[src/rtl/physmem_arb_pkg.sv]
// Shared types for the I/D-cache physical-memory arbiter.
// Holds the FSM encoding, the latched-request bundle and the priority rule.
package physmem_arb_pkg;

    localparam int PM_ADDR_W = 16;
    localparam int PM_LINE_W = 128;

    typedef enum logic [1:0] {
        ARB_IDLE,
        ARB_SERVE_I,
        ARB_SERVE_D,
        ARB_RELEASE
    } arb_state_t;

    typedef struct packed {
        logic                 op_write;
        logic [PM_ADDR_W-1:0] addr;
        logic [PM_LINE_W-1:0] wdata;
        logic [1:0]           byte_enable;
    } arb_req_t;

    // D wins unless it just had a turn and I is waiting.
    function automatic logic d_wins(
        input logic d_req,
        input logic i_req,
        input logic last_was_d
    );
        return d_req && (!last_was_d || !i_req);
    endfunction

endpackage

[src/rtl/physmem_arbiter.sv]
// Shares the physical-memory line port between I-cache and D-cache.
// One line transaction at a time; D has priority, I gets the turn after D.
module physmem_arbiter
    import physmem_arb_pkg::*;
#(
    parameter int ADDR_W = PM_ADDR_W,
    parameter int LINE_W = PM_LINE_W
) (
    input  logic              clk,
    input  logic              rst_n,

    input  logic              icache_mem_read,
    input  logic [ADDR_W-1:0] icache_mem_addr,
    output logic [LINE_W-1:0] icache_mem_rdata,
    output logic              icache_mem_resp,

    input  logic              dcache_mem_read,
    input  logic              dcache_mem_write,
    input  logic [ADDR_W-1:0] dcache_mem_addr,
    input  logic [LINE_W-1:0] dcache_mem_wdata,
    input  logic [1:0]        dcache_byte_enable,
    output logic [LINE_W-1:0] dcache_mem_rdata,
    output logic              dcache_mem_resp,

    output logic              physicalmem_mem_read,
    output logic              physicalmem_mem_write,
    output logic [ADDR_W-1:0] physicalmem_mem_addr,
    output logic [LINE_W-1:0] physicalmem_mem_wdata,
    output logic [1:0]        physicalmem_byte_enable,
    input  logic              physicalmem_mem_response,
    input  logic [LINE_W-1:0] physicalmem_mem_rdata
);

    arb_state_t state_q;
    arb_state_t state_d;
    arb_req_t   req_q;
    arb_req_t   d_entry;
    arb_req_t   i_entry;
    logic       last_was_d_q;
    logic       mem_read_q;
    logic       mem_write_q;
    logic       d_req;
    logic       grant_i;
    logic       grant_d;
    logic       done;

    assign d_req = dcache_mem_read | dcache_mem_write;

    // Read+write together is a writeback.
    assign d_entry.op_write    = dcache_mem_write;
    assign d_entry.addr        = PM_ADDR_W'(dcache_mem_addr);
    assign d_entry.wdata       = PM_LINE_W'(dcache_mem_wdata);
    assign d_entry.byte_enable = dcache_byte_enable;

    assign i_entry.op_write    = 1'b0;
    assign i_entry.addr        = PM_ADDR_W'(icache_mem_addr);
    assign i_entry.wdata       = '0;
    assign i_entry.byte_enable = 2'b11;

    always_comb begin
        state_d         = state_q;
        grant_i         = 1'b0;
        grant_d         = 1'b0;
        done            = 1'b0;
        icache_mem_resp = 1'b0;
        dcache_mem_resp = 1'b0;
        unique case (state_q)
            ARB_IDLE: begin
                if (d_wins(d_req, icache_mem_read, last_was_d_q)) begin
                    grant_d = 1'b1;
                    state_d = ARB_SERVE_D;
                end else if (icache_mem_read) begin
                    grant_i = 1'b1;
                    state_d = ARB_SERVE_I;
                end
            end
            ARB_SERVE_I: begin
                if (physicalmem_mem_response) begin
                    icache_mem_resp = 1'b1;
                    done            = 1'b1;
                    state_d         = ARB_RELEASE;
                end
            end
            ARB_SERVE_D: begin
                if (physicalmem_mem_response) begin
                    dcache_mem_resp = 1'b1;
                    done            = 1'b1;
                    state_d         = ARB_RELEASE;
                end
            end
            ARB_RELEASE: state_d = ARB_IDLE;
            default:     state_d = ARB_IDLE;
        endcase
    end

    always_ff @(posedge clk or negedge rst_n) begin
        if (!rst_n) begin
            state_q      <= ARB_IDLE;
            req_q        <= '0;
            last_was_d_q <= 1'b0;
            mem_read_q   <= 1'b0;
            mem_write_q  <= 1'b0;
        end else begin
            state_q <= state_d;
            if (grant_d) begin
                req_q       <= d_entry;
                mem_read_q  <= !dcache_mem_write;
                mem_write_q <= dcache_mem_write;
            end else if (grant_i) begin
                req_q       <= i_entry;
                mem_read_q  <= 1'b1;
                mem_write_q <= 1'b0;
            end else if (done) begin
                mem_read_q   <= 1'b0;
                mem_write_q  <= 1'b0;
                last_was_d_q <= (state_q == ARB_SERVE_D);
            end
        end
    end

    assign physicalmem_mem_read    = mem_read_q;
    assign physicalmem_mem_write   = mem_write_q;
    assign physicalmem_mem_addr    = req_q.addr[ADDR_W-1:0];
    assign physicalmem_mem_wdata   = req_q.wdata[LINE_W-1:0];
    assign physicalmem_byte_enable = req_q.byte_enable;

    assign icache_mem_rdata = physicalmem_mem_rdata;
    assign dcache_mem_rdata = physicalmem_mem_rdata;

endmodule

[config.mk]
export PLATFORM = sky130hd
export DESIGN_NAME = physmem_arbiter
export DESIGN_NICKNAME = d
export VERILOG_FILES = /design/src/rtl/physmem_arb_pkg.sv /design/src/rtl/physmem_arbiter.sv
export SDC_FILE = /design/constraint.sdc
export NUM_CORES = 1
export LEC_CHECK = 0
export CAP_MARGIN = 25
export CORE_AREA = 2 2 273 275
export CTS_CLUSTER_DIAMETER = 200
export DETAILED_ROUTE_END_ITERATION = 8
export DIE_AREA = 0 0 275 277
export DONT_BUFFER_PORTS = 1
export GPL_ROUTABILITY_DRIVEN = 0
export PLACE_DENSITY = 0.31
export SYNTH_ARGS = -nofsm -noshare
export SYNTH_HDL_FRONTEND = slang
export SYNTH_SLANG_ARGS = --single-unit
[constraint.sdc]
create_clock -name clk -period 1.85 [get_ports clk]
set_clock_uncertainty 0.15 [all_clocks]
set_input_delay 0.185 -clock clk [delete_from_list [all_inputs] [get_ports clk]]
set_output_delay 0.185 -clock clk [all_outputs]
set_load 0.03 [all_outputs]
==> results.md, run 1 <==
- The sequential area share after synthesis is 50.0%.
- The cell area that synthesis handed to floorplanning was 0.00756 sq mm.
- The share of total power in the clock network is 23.0%.
- After detailed routing, the total wire length is 22.4 mm.
- The standard cell core area is 0.0736 sq mm.
- The proportion of netlist area held by the largest area contributor is 50.0%.
- The worst path uses 96.5% of the clock period.
- The maximum number of buffers from clock root to sink is 2.
- The number of clock sinks is 151.
- The finished cells cover 0.00920 sq mm.
- Final hold analysis gives a worst-case slack of -736 ps.
- The worst IR drop on VDD is 0.000637 V.
- The cell area after placement is 0.00691 sq mm.
- The biggest area contributor in the post-synthesis netlist is dfrtp_1.
- In the routed design, unresolved DRC markers number 0.
- The die area is 0.0762 sq mm.
- In the post-synthesis netlist, the cell with the most instances is buf_4.
- The layout net count is 852.
- The sum of net half-perimeters after detailed placement is 15.2 mm.
- The total count of max-transition violations in the final report is 0.
- The design draws 16.5 mW.
- In this run the count of I/O pins placed on the die edge is 702.
- The total global-route track usage is 5.83%.
- Internal power comes to 9.13 mW.
- The sort of element at the end of the critical path is an output port.
- The final-report setup violation count is 0.
- The largest driver fanout on the critical path is 2.
- Yosys attributes the largest share of cell area to dfrtp_1 50%, buf_4 25%, a22o_1 15%.
- The worst pin sits at a relative slew slack of 70.7%.
- For this run, the top clock speed supported by timing is 560 MHz.
- The hold violation total from the final report came to 151.
- Max-cap violations in this run came to 0.
- In this run, synthesis inferred 0 flip-flops with an integrated enable.
- Setup repair after global routing could not meet its margin everywhere.
- The type of the worst setup path is reg -> out.
- The data arrival at the endpoint of the critical path is 1450 ps.
- The longest individual stage delay on the worst path is 380 ps.
- The actual transition at the worst max-transition pin is 439 ps.
- The commonest cells after synthesis are 256 x buf_4, 151 x dfrtp_1, 128 x a22o_1.
- The total inserted antenna cells is 0.
- Per report_power, the combinational group accounts for 24.6% of the total.
- The count of vias placed by the detailed router is 4,337.
- For this design, the slowest cell found on the critical path is dfrtp_1.
- Walking the worst path, the cells encountered are inv_1 > buf_4 > ha_2 > and2_4.
- Once the clock tree was built, the setup fixing pass inserted 0 buffers.
- The run finished, with violations left.
- The clock edge transition at the registers on the reported setup and hold paths is 70 ps.
- The number of hold buffers added after cts is 166.
- The number of levels the H-tree was split into is 4.
- The post-layout minimum cycle time is 1790 ps.
- The worst-skew pair later-pin latency is 460 ps.
- On the critical path the largest part of the delay comes from flip-flops.
- The global-route wire length before repair is 32.0 mm.
- The global route total overflow is 0.
- The CTS tree is built.
- The signed area change from the synthesized netlist to the final layout is 21.6%.
- The final antenna-violating net count is 0.
- The first detailed-routing pass ran for 5 iterations.
- The effective utilization at floorplan is 10.3%.
- After detailed routing, the number of vias per cell comes to 2.83.
- Counting flops and latches in the post-synthesis netlist gives 151.
- Of the total power, the share spent switching nets is 44.6%.
- The number of synthesis warnings is 0.
- The async set or reset register ratio after synthesis is 100%.
- The worst min-delay path category is in -> async.
- The number of distinct library cells after synthesis is 24.
- Synthesis produced 634 cells.
- The floorplan step set the die width to 275 um.
- The post-synthesis net count is 934.
- Dividing total power by cell area gives a power density of 1790 mW/mm^2.
- The type of origin of the critical path is a register.
- Clock tree synthesis selected as its root buffer the cell clkbuf_16.
- In this run, the number of DRC markers left after iteration 0 of detailed routing was 176.
- The die is 277 um tall.
- The number of antenna violations at the first check in global routing is 3.
- The reported net switching power is 7.34 mW.
- The number of cell rows is 100.
- For this run, the leading register cell type out of synthesis is dfrtp_1.
- The required time of the worst setup path is 1510 ps.
- Summed over all cells, the static leakage comes to 3.81 nW.
- The share of layout cells above drive strength 1 is 10.8%.
- Fill cells in the final layout number 8,328.
- The fraction of power consumed by sequential logic is 52.3%.
- Counting the buffers created by CTS gives 17.
- The final reports fail on hold timing.
- Input and output buffers added on the ports amount to 0.
- The routed length per instance is 14.6 um.
- Entering global routing, the biggest net connects 152 pins.
- The via count of the first global-routing pass is 4,895.
- The combined buffer and inverter count along the critical path is 2.
- After synthesis, the mean cell area works out to 11.9 sq um.
## sequential cells by signal (all words and copies together) (netlist names)
| signal | flops |
|---|---|
| physicalmem_mem_wdata | 128 |
| physicalmem_mem_addr | 16 |
| state_q | 2 |
| physicalmem_mem_write | 1 |
| last_was_d_q | 1 |
| physicalmem_byte_enable | 2 |
| physicalmem_mem_read | 1 |
## per-stage QoR
step                      TNS [ps]  utilization (%)  hold slack (ps)  std cells  worst slack, ps
after floorplan                  0                -             -261        634              140
after global placement           0             9.40             -257       1336              101
after detailed placement         0             9.40             -258       1336             77.2
after CTS                    -28.6             12.5             -826       1534            -28.6
after global routing         -1250             12.5             -810       1534            -52.3
final                            0             12.5             -736       1534             64.1
## layout make-up
type                    count  area (sq um)  area share, %
flip-flops and latches    151          3780           41.1
repair buffers            188          1940           21.1
multi-input cells         191          1640           17.8
well taps                 969          1210           13.2
clock buffers              18           439           4.78
clock inverters            14           175           1.91
inverters                   3          11.3          0.122
## routing by layer
metal  share of wire [%]  vias to the layer above  GRT usage (%)
li1                    -                     1808              -
met1                  33                     2104           5.33
met2                  47                      285           8.77
met3                  10                      134           2.87
met4                 9.4                        6           6.76
met5                0.19                        -              0
## power by group through the flow
stage / combinational [mW] / sequential, mW / clock [mW]
finish: 4.06 / 8.62 / 3.79
global route: 4.45 / 8.79 / 4.20
CTS: 4.09 / 8.64 / 4.09
detailed placement: 3.78 / 8.67 / 0
global placement: 3.70 / 8.76 / 0
floorplan: 3.87 / 8.29 / 0
## final timing paths
check / cells past startpoint / startpoint / end / slack [ps]
min in group clk: 4 / dcache_mem_read / physicalmem_mem_addr[4] / 120
min reg2reg: 2 / physicalmem_mem_write / physicalmem_mem_write / 370
max in group asynchronous: 0 / rst_n / physicalmem_mem_wdata[49] / 1890
max reg2reg: 6 / state_q[0] / physicalmem_mem_wdata[40] / 70
max: 4 / state_q[0] / dcache_mem_resp / 60
min: 0 / rst_n / physicalmem_mem_wdata[86] / -740
## worst reg2reg max path, cell delays in order, from the launching register on
cell and delay, ps:
dfrtp_1 380, inv_1 80, ha_1 260, and2_4 210, buf_12 210, buf_12 260, a22o_1 170
## kinds of logic (layout without fill, tap and decap cells)
kind of cell | Yosys count | in the layout | share of synthesized area, %
mux | 3 | 3 | 0.414
fa+ha+maj | 4 | 4 | 0.662
buf+inv | 292 | 223 | 28.5
flops | 151 | 151 | 50.0
simple gates | 27 | 27 | 2.05
compound gates | 157 | 157 | 18.4
## timing repair
action | 4_1_cts | 5_1_grt
gates resized for setup | 4 | 0
hold endpoints to repair | 302 | 151
pin swaps | 1 | 1
setup endpoints to repair | 2 | 49
## layout by cell type (no fill, tap or decap), types with 5 or more instances in the layout
cell type and n:
a221o_1 17, a22o_1 128, and2_1 16, buf_12 9
buf_4 13, clkbuf_16 17, clkinvlp_4 5, dfrtp_1 151
dlygate4sd3_1 166
Note: power is estimated with default switching activity, not from simulation.
==> run 2: changes to the inputs <==
Settings changed: SETUP_SLACK_MARGIN set to 0.5.
==> run 2 against run 1 <==
  * The run still ends with hold timing left
  * Flip-flop and latch count is the same
  * Clock power shrank 6.3%
  * Sequential power grew 4.2%
  * Sequential share of layout area shrank 1.4 points
  * Largest cell class unchanged
==> results.md, run 2 (synthesis gave the netlist of run 1 again) <==
- The type of the worst setup path is reg -> reg.
- The total count of max-transition violations in the final report is 0.
- The worst register-to-register path ends at physicalmem_mem_addr[7].
- The first global-routing pass estimated 33.1 mm of wire.
- For the pin with the worst max-slew slack, the measured transition is 400 ps.
- At the placement stage, the worst setup path has a slack of 156 ps.
- The flow ran to the end, but the final reports show violations.
- In the routed design, unresolved DRC markers number 0.
- Tracing the worst setup path back leads to its startpoint at state_q[0].
- The max-capacitance violation count is 0.
- The sort of element at the end of the critical path is a register.
- The post-route clock period utilization is 95.5%.
- Clock-pin slew was measured on the worst setup and hold paths at 70 ps.
- The longest clock path from root to sink contains 2 buffers.
- The sum of net half-perimeters after detailed placement is 14.3 mm.
- The layout net count is 873.
- The number of cells on the worst reg-to-reg path is 7.
- The worst-skew pair later-pin latency is 460 ps.
- The number of antenna diodes in the final layout is 0.
- The max-slew headroom at the worst pin is 73.4%.
- Row generation in the floorplan step produced 100 rows.
- The effective utilization at floorplan is 10.3%.
- The library cell used most frequently in the layout, excluding fill and tap cells, is dlygate4sd3_1.
- Setup repair after global routing could not meet its margin everywhere.
- The reg2reg setup slack is 80 ps.
- The hold violation total from the final report is 151.
- For met2 alone, demand over resource in global routing was 9.82%.
- The startpoint identified for the worst register-to-register timing path is state_q[0].
- Setup violations remaining at the end of the flow were counted as 0.
- In the layout the commonest cells are 166 x dlygate4sd3_1, 131 x dfrtp_2, 128 x a22o_1, 20 x clkbuf_16, 20 x dfrtp_1.
- The number of antenna violations at the first check in global routing is 0.
- The number of clock sinks is 151.
- The final route contains 4,460 vias.
- In this run the power density over the cells is 1820 mW/mm^2.
- Entering global routing, the biggest net connects 152 pins.
- In this run the worst setup path terminates at physicalmem_mem_addr[7].
- For this design the static power due to leakage is 3.91 nW.
- The worst hold slack is -749 ps.
- The post-layout minimum cycle time is 1770 ps.
- The final antenna-violating net count is 0.
- Summed over all layers, the global routing overflow is 0.
- The number of DRC markers after the initial detailed-route iteration is 204.
- The number of input and output port buffers inserted is 0.
- After layout, the design draws a total of 18.0 mW.
- The most crowded layer after global routing is met2.
- The number of levels the H-tree was split into is 4.
- The post-route core utilization is 13.5%.
- The path class of the tightest hold or removal check is in -> async.
- Hold repair after CTS inserted 166 buffers.
- After routing, the total negative slack on setup checks comes to 0 ps.
- The signed area change from the synthesized netlist to the final layout is 31.3%.
- The clock tree root driver cell is clkbuf_16.
- For this run, the top clock speed supported by timing is 566 MHz.
- The register with the most flip-flops in the layout has 128 of them.
- The largest driver fanout on the critical path is 8.
- The mean number of vias per cell is 2.87.
- After layout, the worst setup slack is 82.9 ps.
- Clock tree synthesis inserted a total of 17 buffers.
- The worst-case IR drop observed on VDD is 0.000749 V.
- For this block, the routed nets add up to 23.8 mm of wire.
- The data arrival at the endpoint of the critical path is 1970 ps.
- For this run, global-route usage on met3 was measured as 2.84%.
- The die area is 0.0762 sq mm.
- The total global-route track usage is 6.08%.
- The required time of the worst setup path is 2050 ps.
- For this run, the detailed router's first-pass iteration total came to 4.
- The standard cell core area is 0.0736 sq mm.
- The horizontal extent of the die is 275 um.
- TritonCTS built the clock tree.
- The routed length per instance is 15.3 um.
- The checks that failed: hold timing.
- The met1 capacity usage during global routing is 5.49%.
- The boundary pin count is 702.
- The die height is 277 um.
- Cells with a size suffix above 1 make up 40.6% of the layout.
- The worst setup path is launched from a register.
- The via count of the first global-routing pass is 5,095.
[run 2: cell count changes in the layout (fill, tap and decap cells not counted), moves of 3 or more]
cell / change
dfrtp_1: -131
dfrtp_2: +131
and2_4: +17
and2_1: -16
buf_16: +14
buf_6: +5
inv_6: +4
buf_12: -3
clkbuf_16: +3
clkinvlp_4: -3
o21ai_0: -3
[run 2: where the power goes]
part / leakage, nW / total [mW] / switching, mW / internal (mW)
Clock: 0.279 / 3.55 / 1.67 / 1.88
Sequential: 1.74 / 8.98 / 3.98 / 5.00
Combinational: 1.89 / 5.51 / 2.22 / 3.29
[run 2: area by class of cell]
type                            count  area [sq um]
Timing Repair Buffer              209          2450
Multi-Input combinational cell    191          1740
Fill cell                        8201         63600
Inverter                            3          11.3
Clock inverter                     15           144
Clock buffer                       17           425
Tap cell                          969          1210
Sequential cell                   151          3940
[run 2: worst min path at each step]
stage	depth (start not counted)	slack, ps	to	start
3_5_place_dp	0	-260	physicalmem_mem_wdata[99]	rst_n
5_1_grt	0	-810	physicalmem_mem_addr[0]	rst_n
3_3_place_gp	0	-260	physicalmem_mem_wdata[99]	rst_n
4_1_cts	0	-820	physicalmem_mem_wdata[85]	rst_n
2_1_floorplan	0	-260	last_was_d_q	rst_n
6_report	0	-750	physicalmem_mem_addr[15]	rst_n
[run 2: per-layer routing]
layer	wire length (um)	vias up
met3	2110	121
met1	7890	2202
met2	11900	282
li1	-	1855
met5	0	-
met4	1910	0
[run 2: repair_timing]
item                       CTS  global route
gates resized for setup     38           147
buffers inserted            12             6
setup endpoints to repair  301           301
pin swaps                    9            64
hold endpoints to repair   302           151
gates cloned                13             3
[run 2: stage by stage]
stage | std cells | cell area, sq um
floorplan | 634 | 7610
global placement | 1323 | 6800
detailed placement | 1323 | 6800
CTS | 1546 | 9620
global route | 1555 | 9930
finish | 1555 | 9930
[run 2: worst max-delay path, cell delays in order, from the launching register on]
cell     delay (ps)
dfrtp_1         400
inv_2           120
ha_4            170
o31ai_4         110
buf_4           160
buf_12          130
and2_4          150
a221o_1         260
